<file path="src/rtl/maq_pkg.sv">
// Shared constants and types for the clock counting stages (seconds and minutes/hours).
// Digit limits are typed to the width of the digit they bound.
package maq_pkg;

    localparam logic [2:0] MIN_MSD_MAX    = 3'd5;
    localparam logic [3:0] LSD_MAX        = 4'd9;
    localparam logic [1:0] HOUR24_MAX_MSD = 2'd2;
    localparam logic [3:0] HOUR24_MAX_LSD = 4'd3;
    localparam int         HOUR12_MAX     = 12;

    localparam logic [1:0] HOUR12_MAX_MSD = 2'(HOUR12_MAX / 10);
    localparam logic [3:0] HOUR12_MAX_LSD = 4'(HOUR12_MAX % 10);

    // Index of each edge-detected input in the event vector
    typedef enum logic [1:0] {
        EV_ADDMINUTO = 2'd0,
        EV_INC_MIN   = 2'd1,
        EV_INC_HOUR  = 2'd2
    } maq_event_e;

    localparam int NUM_EVENTS = 3;

    typedef struct packed {
        logic       pm;
        logic [1:0] hour_msd;
        logic [3:0] hour_lsd;
        logic [2:0] min_msd;
        logic [3:0] min_lsd;
    } maq_time_t;

endpackage

</file>
<file path="src/rtl/maq_mh_if.sv">
// Control inputs and BCD display outputs of the minutes/hours stage.
// master drives the controls, slave is the counter.
interface maq_mh_if;

    logic       maqmh_addminuto;
    logic       maqmh_set_mode;
    logic       maqmh_inc_min;
    logic       maqmh_inc_hour;
    logic [3:0] maqmh_min_Lsd;
    logic [2:0] maqmh_min_Msd;
    logic [3:0] maqmh_hour_Lsd;
    logic [1:0] maqmh_hour_Msd;
    logic       maqmh_pm;
    logic       maqmh_adddia;

    modport master (
        output maqmh_addminuto, maqmh_set_mode, maqmh_inc_min, maqmh_inc_hour,
        input  maqmh_min_Lsd, maqmh_min_Msd, maqmh_hour_Lsd, maqmh_hour_Msd,
               maqmh_pm, maqmh_adddia
    );

    modport slave (
        input  maqmh_addminuto, maqmh_set_mode, maqmh_inc_min, maqmh_inc_hour,
        output maqmh_min_Lsd, maqmh_min_Msd, maqmh_hour_Lsd, maqmh_hour_Msd,
               maqmh_pm, maqmh_adddia
    );

endinterface

</file>
<file path="src/rtl/maq_edge.sv">
// Rising-edge detector: combinational one-cycle pulse when din is high after a sampled low.
// A level already high when reset releases is not counted until it has been seen low.
module maq_edge (
    input  logic clk,
    input  logic rst_n,
    input  logic din,
    output logic rise
);

    logic prev_q;
    logic prev_d;
    logic armed_q;
    logic armed_d;

    always_comb begin
        prev_d  = din;
        armed_d = armed_q | ~din;
    end

    always_ff @(posedge clk or negedge rst_n) begin
        if (!rst_n) begin
            prev_q  <= 1'b0;
            armed_q <= 1'b0;
        end else begin
            prev_q  <= prev_d;
            armed_q <= armed_d;
        end
    end

    assign rise = din & ~prev_q & armed_q;

endmodule

</file>
<file path="src/rtl/maq_mh.sv">
// Minutes/hours counter of the digital clock: BCD digits, 24 h or 12 h hours,
// set-time buttons and a one-cycle day-rollover pulse.
module maq_mh
    import maq_pkg::*;
#(
    parameter bit FORMAT_24H = 1'b1
) (
    input  logic        maqmh_clock,
    input  logic        maqmh_reset,
    maq_mh_if.slave     bus
);

    localparam maq_time_t RESET_TIME = FORMAT_24H ? 14'd0
        : {1'b0, HOUR12_MAX_MSD, HOUR12_MAX_LSD, 3'd0, 4'd0};

    logic [NUM_EVENTS-1:0] ev_in;
    logic [NUM_EVENTS-1:0] ev_rise;

    assign ev_in[EV_ADDMINUTO] = bus.maqmh_addminuto;
    assign ev_in[EV_INC_MIN]   = bus.maqmh_inc_min;
    assign ev_in[EV_INC_HOUR]  = bus.maqmh_inc_hour;

    // History updates in every mode, so a button held across a mode change never fires
    generate
        for (genvar gi = 0; gi < NUM_EVENTS; gi++) begin : g_edge
            maq_edge u_edge (
                .clk  (maqmh_clock),
                .rst_n(maqmh_reset),
                .din  (ev_in[gi]),
                .rise (ev_rise[gi])
            );
        end
    endgenerate

    function automatic maq_time_t inc_minute(input maq_time_t t);
        maq_time_t r;
        r = t;
        if (t.min_lsd == LSD_MAX) begin
            r.min_lsd = 4'd0;
            r.min_msd = (t.min_msd == MIN_MSD_MAX) ? 3'd0 : t.min_msd + 3'd1;
        end else begin
            r.min_lsd = t.min_lsd + 4'd1;
        end
        return r;
    endfunction

    function automatic maq_time_t inc_hour(input maq_time_t t);
        maq_time_t r;
        r = t;
        if (FORMAT_24H) begin
            if (t.hour_msd == HOUR24_MAX_MSD && t.hour_lsd == HOUR24_MAX_LSD) begin
                r.hour_msd = 2'd0;
                r.hour_lsd = 4'd0;
            end else if (t.hour_lsd == LSD_MAX) begin
                r.hour_msd = t.hour_msd + 2'd1;
                r.hour_lsd = 4'd0;
            end else begin
                r.hour_lsd = t.hour_lsd + 4'd1;
            end
        end else begin
            // 11 -> 12 is where AM/PM flips; 12 -> 01 keeps the flag
            if (t.hour_msd == HOUR12_MAX_MSD && t.hour_lsd == HOUR12_MAX_LSD - 4'd1) begin
                r.hour_lsd = HOUR12_MAX_LSD;
                r.pm       = ~t.pm;
            end else if (t.hour_msd == HOUR12_MAX_MSD && t.hour_lsd == HOUR12_MAX_LSD) begin
                r.hour_msd = 2'd0;
                r.hour_lsd = 4'd1;
            end else if (t.hour_lsd == LSD_MAX) begin
                r.hour_msd = t.hour_msd + 2'd1;
                r.hour_lsd = 4'd0;
            end else begin
                r.hour_lsd = t.hour_lsd + 4'd1;
            end
        end
        return r;
    endfunction

    maq_time_t time_q;
    maq_time_t time_d;
    logic      adddia_q;
    logic      adddia_d;

    logic run_mode;
    logic min_last;
    logic hour_last;
    logic min_tick;
    logic hour_tick;

    always_comb begin
        run_mode  = ~bus.maqmh_set_mode;
        min_last  = (time_q.min_msd == MIN_MSD_MAX) && (time_q.min_lsd == LSD_MAX);
        hour_last = FORMAT_24H
            ? (time_q.hour_msd == HOUR24_MAX_MSD && time_q.hour_lsd == HOUR24_MAX_LSD)
            : (time_q.hour_msd == HOUR12_MAX_MSD && time_q.hour_lsd == HOUR12_MAX_LSD - 4'd1
               && time_q.pm);

        // Set mode: buttons act independently and the minute wrap never carries
        min_tick  = run_mode ? ev_rise[EV_ADDMINUTO] : ev_rise[EV_INC_MIN];
        hour_tick = run_mode ? (ev_rise[EV_ADDMINUTO] & min_last) : ev_rise[EV_INC_HOUR];

        time_d = time_q;
        if (min_tick) begin
            time_d = inc_minute(time_d);
        end
        if (hour_tick) begin
            time_d = inc_hour(time_d);
        end
        adddia_d = run_mode & ev_rise[EV_ADDMINUTO] & min_last & hour_last;
    end

    always_ff @(posedge maqmh_clock or negedge maqmh_reset) begin
        if (!maqmh_reset) begin
            time_q   <= RESET_TIME;
            adddia_q <= 1'b0;
        end else begin
            time_q   <= time_d;
            adddia_q <= adddia_d;
        end
    end

    assign bus.maqmh_min_Lsd  = time_q.min_lsd;
    assign bus.maqmh_min_Msd  = time_q.min_msd;
    assign bus.maqmh_hour_Lsd = time_q.hour_lsd;
    assign bus.maqmh_hour_Msd = time_q.hour_msd;
    assign bus.maqmh_pm       = FORMAT_24H ? 1'b0 : time_q.pm;
    assign bus.maqmh_adddia   = adddia_q;

endmodule
</file>
<file path="src/flat_wrapper.sv">
// flat-port wrapper written by rule: the top's interface ports become plain ports
module maq_mh_flat import maq_pkg::*;
#(
    parameter bit FORMAT_24H = 1'b1
)
  (maqmh_clock, maqmh_reset, bus_maqmh_addminuto, bus_maqmh_set_mode, bus_maqmh_inc_min, bus_maqmh_inc_hour, bus_maqmh_min_Lsd, bus_maqmh_min_Msd, bus_maqmh_hour_Lsd, bus_maqmh_hour_Msd, bus_maqmh_pm, bus_maqmh_adddia);
  maq_mh_if bus_i ();
  input  logic maqmh_clock;
  input  logic maqmh_reset;
  input wire logic [$bits(bus_i.maqmh_addminuto)-1:0] bus_maqmh_addminuto;
  input wire logic [$bits(bus_i.maqmh_set_mode)-1:0] bus_maqmh_set_mode;
  input wire logic [$bits(bus_i.maqmh_inc_min)-1:0] bus_maqmh_inc_min;
  input wire logic [$bits(bus_i.maqmh_inc_hour)-1:0] bus_maqmh_inc_hour;
  output wire logic [$bits(bus_i.maqmh_min_Lsd)-1:0] bus_maqmh_min_Lsd;
  output wire logic [$bits(bus_i.maqmh_min_Msd)-1:0] bus_maqmh_min_Msd;
  output wire logic [$bits(bus_i.maqmh_hour_Lsd)-1:0] bus_maqmh_hour_Lsd;
  output wire logic [$bits(bus_i.maqmh_hour_Msd)-1:0] bus_maqmh_hour_Msd;
  output wire logic [$bits(bus_i.maqmh_pm)-1:0] bus_maqmh_pm;
  output wire logic [$bits(bus_i.maqmh_adddia)-1:0] bus_maqmh_adddia;
  assign bus_i.maqmh_addminuto = bus_maqmh_addminuto;
  assign bus_i.maqmh_set_mode = bus_maqmh_set_mode;
  assign bus_i.maqmh_inc_min = bus_maqmh_inc_min;
  assign bus_i.maqmh_inc_hour = bus_maqmh_inc_hour;
  assign bus_maqmh_min_Lsd = bus_i.maqmh_min_Lsd;
  assign bus_maqmh_min_Msd = bus_i.maqmh_min_Msd;
  assign bus_maqmh_hour_Lsd = bus_i.maqmh_hour_Lsd;
  assign bus_maqmh_hour_Msd = bus_i.maqmh_hour_Msd;
  assign bus_maqmh_pm = bus_i.maqmh_pm;
  assign bus_maqmh_adddia = bus_i.maqmh_adddia;
  maq_mh #(.FORMAT_24H(FORMAT_24H)) u_core (.maqmh_clock(maqmh_clock), .maqmh_reset(maqmh_reset), .bus(bus_i));
endmodule
</file>
<file path="config.mk">
export PLATFORM = sky130hd
export DESIGN_NAME = maq_mh_flat
export DESIGN_NICKNAME = d
export VERILOG_FILES = /design/src/rtl/maq_pkg.sv /design/src/rtl/maq_mh_if.sv /design/src/rtl/maq_edge.sv /design/src/rtl/maq_mh.sv /design/src/flat_wrapper.sv
export SDC_FILE = /design/constraint.sdc
export NUM_CORES = 1
export LEC_CHECK = 0
export BUFFER_PORTS_ARGS = -buffer_cell sky130_fd_sc_hd__buf_4
export CORE_AREA = 2 2 49 51
export CTS_BUF_LIST = sky130_fd_sc_hd__clkbuf_4 sky130_fd_sc_hd__clkbuf_8
export DETAILED_ROUTE_END_ITERATION = 10
export DIE_AREA = 0 0 51 53
export HOLD_SLACK_MARGIN = 0.03
export PLACE_DENSITY_LB_ADDON = 0.12
export SLEW_MARGIN = 20
export SYNTH_ARGS = -nofsm -noshare
export SYNTH_HDL_FRONTEND = slang
export SYNTH_SLANG_ARGS = --single-unit
export TNS_END_PERCENT = 1
</file>
<file path="constraint.sdc">
create_clock -name maqmh_clock -period 2.5 [get_ports maqmh_clock]
set_clock_uncertainty 0.2 [all_clocks]
set_input_delay 0.25 -clock maqmh_clock [delete_from_list [all_inputs] [get_ports maqmh_clock]]
set_output_delay 0.25 -clock maqmh_clock [all_outputs]
set_load 0.01 [all_outputs]
</file>
==> flow_metrics.py, run 1 <==
metrics = {
    "synthesis": {
        "synth.distinct_cells": 34,
        "synth_most_common_cell": "dfrtp_1",
        "syn_nets": 89,
        "async_reset_ff_frac": 1.00,
        "synth-edff-count": 0,
        "synth_area_sq_um": 945,
        "synthFlopType": "dfrtp_1",
        "synth_top_area_share": 0.530,
        "synthCells": 81,
        "netlist_top_cells_area": "dfrtp_1, mux2_2, nand2b_1",
        "synth_area_per_cell_sq_um": 11.7,
        "ys_seq_area_frac": 0.530,
        "synthTopCellsByCount": "dfrtp_1, nand2_1, nand2b_1, nor2_1, nor2b_1",
        "yosysWarnings": 0,
        "synth_top_cell_by_area": "dfrtp_1",
        "synth-seq-cells": 20,
    },
    "drt": {
        "drt_pass1_iterations": 2,
        "post_drt_via_cell_ratio": 4.89,
        "ant_nets": 0,
        "wl_per_cell_microns": 11.3,
        "vias": 660,
        "first_iter_violations": 4,
        "routed_wl_microns": 1520,
        "drc_errors": 0,
    },
    "clocking": {
        "cts.clk_slew.worst_paths_ns": 0.12,
        "cts_tree": "built",
        "ctsResizeCount": 0,
        "htreeDepth": 1,
        "cts_setup_buffers": 0,
        "clockRootBuffer": "clkbuf_4",
        "clkLatencyLatePin_ns": 0.31,
        "cts_max_path_buffers": 2,
        "cts_buffers": 3,
        "cts_sinks": 20,
    },
    "global_route": {
        "grt_pass1_vias": 639,
        "antenna_found_initial": 0,
        "grt_pass1_wl_microns": 2720,
        "grt_start_max_net_pins": 21,
        "track_usage": 0.142,
        "gr-total-overflow": 0,
    },
    "sta": {
        "drv_slew": 0,
        "post-route-period-util": 0.867,
        "tightestPinTransition_ns": 0.586,
        "final.min_clock_period_ns": 2.17,
        "rsz0062_at_grt": "no",
        "clock.fmax_mhz": 462,
        "setup_slack_ns": 0.333,
        "setup_viol_count_final": 0,
        "relSlewSlack": 0.606,
        "finalSetupTns_ns": 0,
        "whs_ns": 0.134,
        "hold_viol": 0,
    },
    "floorplanning": {
        "dieWidth_microns": 51,
        "dieArea_sq_um": 2700,
        "io-pin-count": 21,
        "core_area_sq_um": 2150,
        "fp.dieH_microns": 53,
        "start_util": 0.440,
        "rows": 17,
    },
    "final_layout": {
        "area_delta_synth_final_pct": 27.8,
        "finalNetCount": 116,
        "diodes": 0,
        "layout-drive-gt1-share": 0.280,
        "multi_input_area_sq_um": 425,
        "fillCellCount": 194,
        "regArea_sq_um": 500,
    },
    "pwr": {
        "ir_drop_mv": 0.515,
        "internal-power_mw": 0.850,
        "switching_share": 0.331,
        "p_leak_nw": 0.559,
        "comb_power_share": 0.364,
        "switching_power_mw": 0.420,
        "p_per_area_nw_per_um2": 1050,
        "p_clk_frac": 0.210,
        "p_seq_frac": 0.427,
    },
    "setup_path": {
        "crit_arrival_ns": 2.17,
        "worstReg2RegStart": "u_core.bus.maqmh_min_Lsd[1]",
        "end_kind": "register",
        "crit_required_ns": 2.50,
        "start_kind": "register",
        "path_max_fanout": 8,
        "r2r-end": "u_core.bus.maqmh_hour_Lsd[0]",
        "path_class": "register to register",
        "rrSetupSlack_ns": 0.33,
        "r2r_cells": 4,
    },
    "worst_hold_path": {
        "min_path_type": "input port to async pin",
    },
    "run": {
        "maxCapViolations": 0,
    },
    "placed_design": {
        "dpl.hpwl_microns": 1110,
        "gp_congestion": 0.706,
        "portBuffers": 19,
        "dpl_worst_slack_ns": 0.346,
    },
    "status": {
        "status": "finished, final reports clean",
    },
}
==> per-layer routing <==
| layer | vias up | part of all wire | global-route usage |
|---|---|---|---|
| met5 | - | 0 | 0 |
| met4 | 0 | 0.030 | 0.113 |
| met1 | 304 | 0.52 | 0.188 |
| met3 | 5 | 0.039 | 0.0282 |
| met2 | 17 | 0.41 | 0.201 |
| li1 | 334 | - | - |
==> cells in the final DEF (no fill, tap or decap), types with 3 or more instances in the layout <==
master,synthesis,routed
buf_4,1,19
clkbuf_4,0,3
dfrtp_1,20,20
dlygate4sd3_1,0,4
inv_1,3,3
mux2_2,3,3
nand2_1,7,7
nand2b_1,5,5
nor2_1,5,5
nor2b_1,4,4
==> power by group through the flow <==
stage | clock [mW] | sequential, mW | combinational (mW)
floorplan | 0 | 0.568 | 0.239
global placement | 0 | 0.546 | 0.460
detailed placement | 0 | 0.551 | 0.463
CTS | 0.273 | 0.545 | 0.468
global route | 0.294 | 0.569 | 0.514
finish | 0.266 | 0.542 | 0.462
==> through the flow <==
step | power [mW] | utilization | cells | area (sq um)
after floorplan | 0.807 | - | 81 | 945
after global placement | 1.01 | 0.519 | 127 | 1110
after detailed placement | 1.01 | 0.519 | 127 | 1110
after CTS | 1.29 | 0.562 | 135 | 1210
after global routing | 1.38 | 0.562 | 135 | 1210
final | 1.27 | 0.562 | 135 | 1210
==> flip-flops by register name, indices dropped and copies added, names as in the netlist <==
name and flops:
u_core.bus.maqmh_hour_Lsd 4, u_core.bus.maqmh_min_Lsd 4, u_core.bus.maqmh_min_Msd 3, u_core.g_edge.u_edge.armed_q 3, u_core.g_edge.u_edge.prev_q 3, u_core.bus.maqmh_hour_Msd 2, u_core.bus.maqmh_adddia 1
==> critical path: stages (launching register included) <==
cell and delay (ns):
dfrtp_1 0.46, or3b_4 0.44, nor4_4 0.43, or2_2 0.21
mux2_1 0.31
==> final cells by class <==
type,count,share of cell area
sequential,20,0.415
multi-input combinational,57,0.352
timing repair buffer,23,0.151
tap,28,0.0290
clock inverter,1,0.0249
clock buffer,3,0.0187
inverter,3,0.00933
==> kinds of logic (layout without fill, tap and decap cells) <==
| logic type | count (synthesis) | after routing | share of synthesized area |
|---|---|---|---|
| buffers and inverters | 4 | 30 | 0.0199 |
| AO/OA/AOI/OAI | 14 | 14 | 0.103 |
| adder cells (fa/ha/maj) | 2 | 2 | 0.0265 |
| AND/OR/NAND/NOR | 31 | 31 | 0.215 |
| other | 1 | 1 | 0.00397 |
| multiplexers | 6 | 6 | 0.0742 |
| XOR/XNOR | 3 | 3 | 0.0278 |
| flip-flops | 20 | 20 | 0.530 |
==> worst max-delay path by stage <==
stage | slack [ns] | to | start
CTS | 0.32 | u_core.bus.maqmh_hour_Lsd[0] | u_core.bus.maqmh_min_Lsd[1]
global route | 0.22 | u_core.bus.maqmh_hour_Lsd[0] | u_core.bus.maqmh_min_Lsd[1]
global placement | 0.38 | u_core.bus.maqmh_hour_Lsd[0] | u_core.bus.maqmh_min_Lsd[1]
finish | 0.33 | u_core.bus.maqmh_hour_Lsd[0] | u_core.bus.maqmh_min_Lsd[1]
detailed placement | 0.35 | u_core.bus.maqmh_hour_Lsd[0] | u_core.bus.maqmh_min_Lsd[1]
floorplan | 0.42 | u_core.bus.maqmh_hour_Lsd[0] | u_core.bus.maqmh_min_Lsd[1]
==> repair_timing <==
item,4_1_cts,5_1_grt
hold buffers,4,0
hold endpoints to repair,26,0
setup endpoints to repair,0,0
Note: power is estimated with default switching activity, not from simulation.
==> run 2: changes to the inputs <==
Settings changed: CORE_AREA 2 2 49 51 to 2 2 45 47, DIE_AREA 0 0 51 53 to 0 0 47 49, HOLD_SLACK_MARGIN 0.03 to 0.02.
==> run 2 against run 1 <==
Compared with the run above: non-clock buffer count unchanged; power down 8.4%; count of clock-buffer cells in the layout unchanged; sequential share of layout area up 1.1 points; first-iteration DRC count up 130%; combinational power up 3%.
==> flow_metrics.py, run 2 (synthesis results as in run 1) <==
metrics = {
    "status": {
        "status": "finished, final reports clean",
    },
    "setup_path": {
        "end_kind": "register",
        "path_class": "register to register",
        "path_max_fanout": 8,
        "crit_arrival_ns": 2.13,
        "cp_top_family": "simple AND/OR/NAND/NOR gates",
        "start_kind": "register",
        "crit_required_ns": 2.48,
        "cp_cell_sequence": "or3b_4, nor4_4, or2_2, mux2_1",
        "worstReg2RegStart": "u_core.bus.maqmh_min_Lsd[1]",
        "r2r_cells": 4,
        "rrSetupSlack_ns": 0.35,
        "slowest_stage": "dfrtp_1",
        "cp_slowest_stage_delay_ns": 0.47,
        "crit_buf_inv": 0,
        "r2r-end": "u_core.bus.maqmh_hour_Lsd[0]",
    },
    "global_route": {
        "top_usage_layer": "met2",
        "use_met2": 0.237,
        "gr-total-overflow": 0,
        "grt_pass1_vias": 589,
        "antenna_found_initial": 0,
        "track_usage": 0.154,
        "grt_start_max_net_pins": 21,
        "grtUsageMet1": 0.217,
        "met3_usage": 0.0222,
        "grt_pass1_wl_microns": 2580,
    },
    "pwr": {
        "ir_drop_mv": 0.528,
        "p_per_area_nw_per_um2": 989,
        "p_leak_nw": 0.544,
        "power_mw": 1.16,
    },
    "sta": {
        "finalSetupTns_ns": 0,
        "final.min_clock_period_ns": 2.15,
        "rsz0062_at_grt": "no",
        "setup_viol_count_final": 0,
        "hold_viol": 0,
        "post-route-period-util": 0.861,
        "drv_slew": 0,
        "relSlewSlack": 0.624,
        "tightestPinTransition_ns": 0.559,
        "clock.fmax_mhz": 465,
    },
    "clocking": {
        "ctsResizeCount": 0,
        "cts_buffers": 3,
        "cts_max_path_buffers": 2,
        "htreeDepth": 1,
        "cts_tree": "built",
        "cts.clk_slew.worst_paths_ns": 0.10,
        "clockRootBuffer": "clkbuf_4",
        "clkLatencyLatePin_ns": 0.29,
        "cts_sinks": 20,
    },
    "placed_design": {
        "dpl.hpwl_microns": 1180,
        "portBuffers": 19,
        "gp_congestion": 0.694,
    },
    "final_layout": {
        "diodes": 0,
        "regArea_sq_um": 500,
        "multi_input_area_sq_um": 425,
        "finalNetCount": 116,
        "layout_common_cells": "dfrtp_1, buf_4, nand2_1",
        "final_common_cell": "dfrtp_1",
        "layout-drive-gt1-share": 0.274,
        "utilization": 0.639,
        "fillCellCount": 154,
        "area_delta_synth_final_pct": 24.5,
    },
    "floorplanning": {
        "rows": 16,
        "core_area_sq_um": 1840,
        "dieArea_sq_um": 2300,
        "dieWidth_microns": 47,
        "start_util": 0.513,
        "fp.dieH_microns": 49,
        "io-pin-count": 21,
    },
    "drt": {
        "drt_pass1_iterations": 4,
        "first_iter_violations": 9,
        "ant_nets": 0,
        "post_drt_via_cell_ratio": 4.97,
        "drc_errors": 0,
        "vias": 661,
        "routed_wl_microns": 1590,
        "wl_per_cell_microns": 12.0,
    },
    "worst_hold_path": {
        "min_path_type": "input port to async pin",
    },
    "run": {
        "maxCapViolations": 0,
    },
}
[run 2: worst max path at each step]
stage	slack (ns)	depth (start not counted)	from	endpoint
after floorplan	0.42	4	u_core.bus.maqmh_min_Lsd[1]	u_core.bus.maqmh_hour_Lsd[0]
after global placement	0.39	4	u_core.bus.maqmh_min_Lsd[1]	u_core.bus.maqmh_hour_Lsd[0]
after CTS	0.34	4	u_core.bus.maqmh_min_Lsd[1]	u_core.bus.maqmh_hour_Lsd[0]
final	0.35	4	u_core.bus.maqmh_min_Lsd[1]	u_core.bus.maqmh_hour_Lsd[0]
after detailed placement	0.36	4	u_core.bus.maqmh_min_Lsd[1]	u_core.bus.maqmh_hour_Lsd[0]
after global routing	0.26	6	bus_maqmh_addminuto	u_core.bus.maqmh_min_Lsd[3]
[run 2: per-stage QoR]
step	instances	instance area, sq um	hold WS (ns)	setup WS, ns
6_report	133	1180	0.159	0.347
5_1_grt	133	1180	0.180	0.256
4_1_cts	133	1180	0.165	0.342
3_5_place_dp	126	1110	-0.0598	0.360
3_3_place_gp	126	1110	-0.0568	0.389
2_1_floorplan	81	945	-0.246	0.425
[run 2: metal layers]
layer / vias up / wire, microns
met5: - / 0
met4: 0 / 13
met3: 2 / 56
met2: 14 / 761
met1: 311 / 762
li1: 334 / -
[run 2: final cells by class]
class	count	area share
clock buffer	3	0.0191
inverter	3	0.00957
multi-input combinational	57	0.362
sequential	20	0.426
tap	27	0.0287
timing repair buffer	23	0.155
[run 2: timing repair]
item                                   4_1_cts  5_1_grt
endpoints found under the hold margin       26        0
buffers inserted                             0        0
hold buffers                                 4        0
[run 2: report_power, final]
| group | switching [mW] | internal (mW) |
|---|---|---|
| registers | 0.128 | 0.416 |
| clock network | 0.0890 | 0.0559 |
| logic | 0.202 | 0.272 |
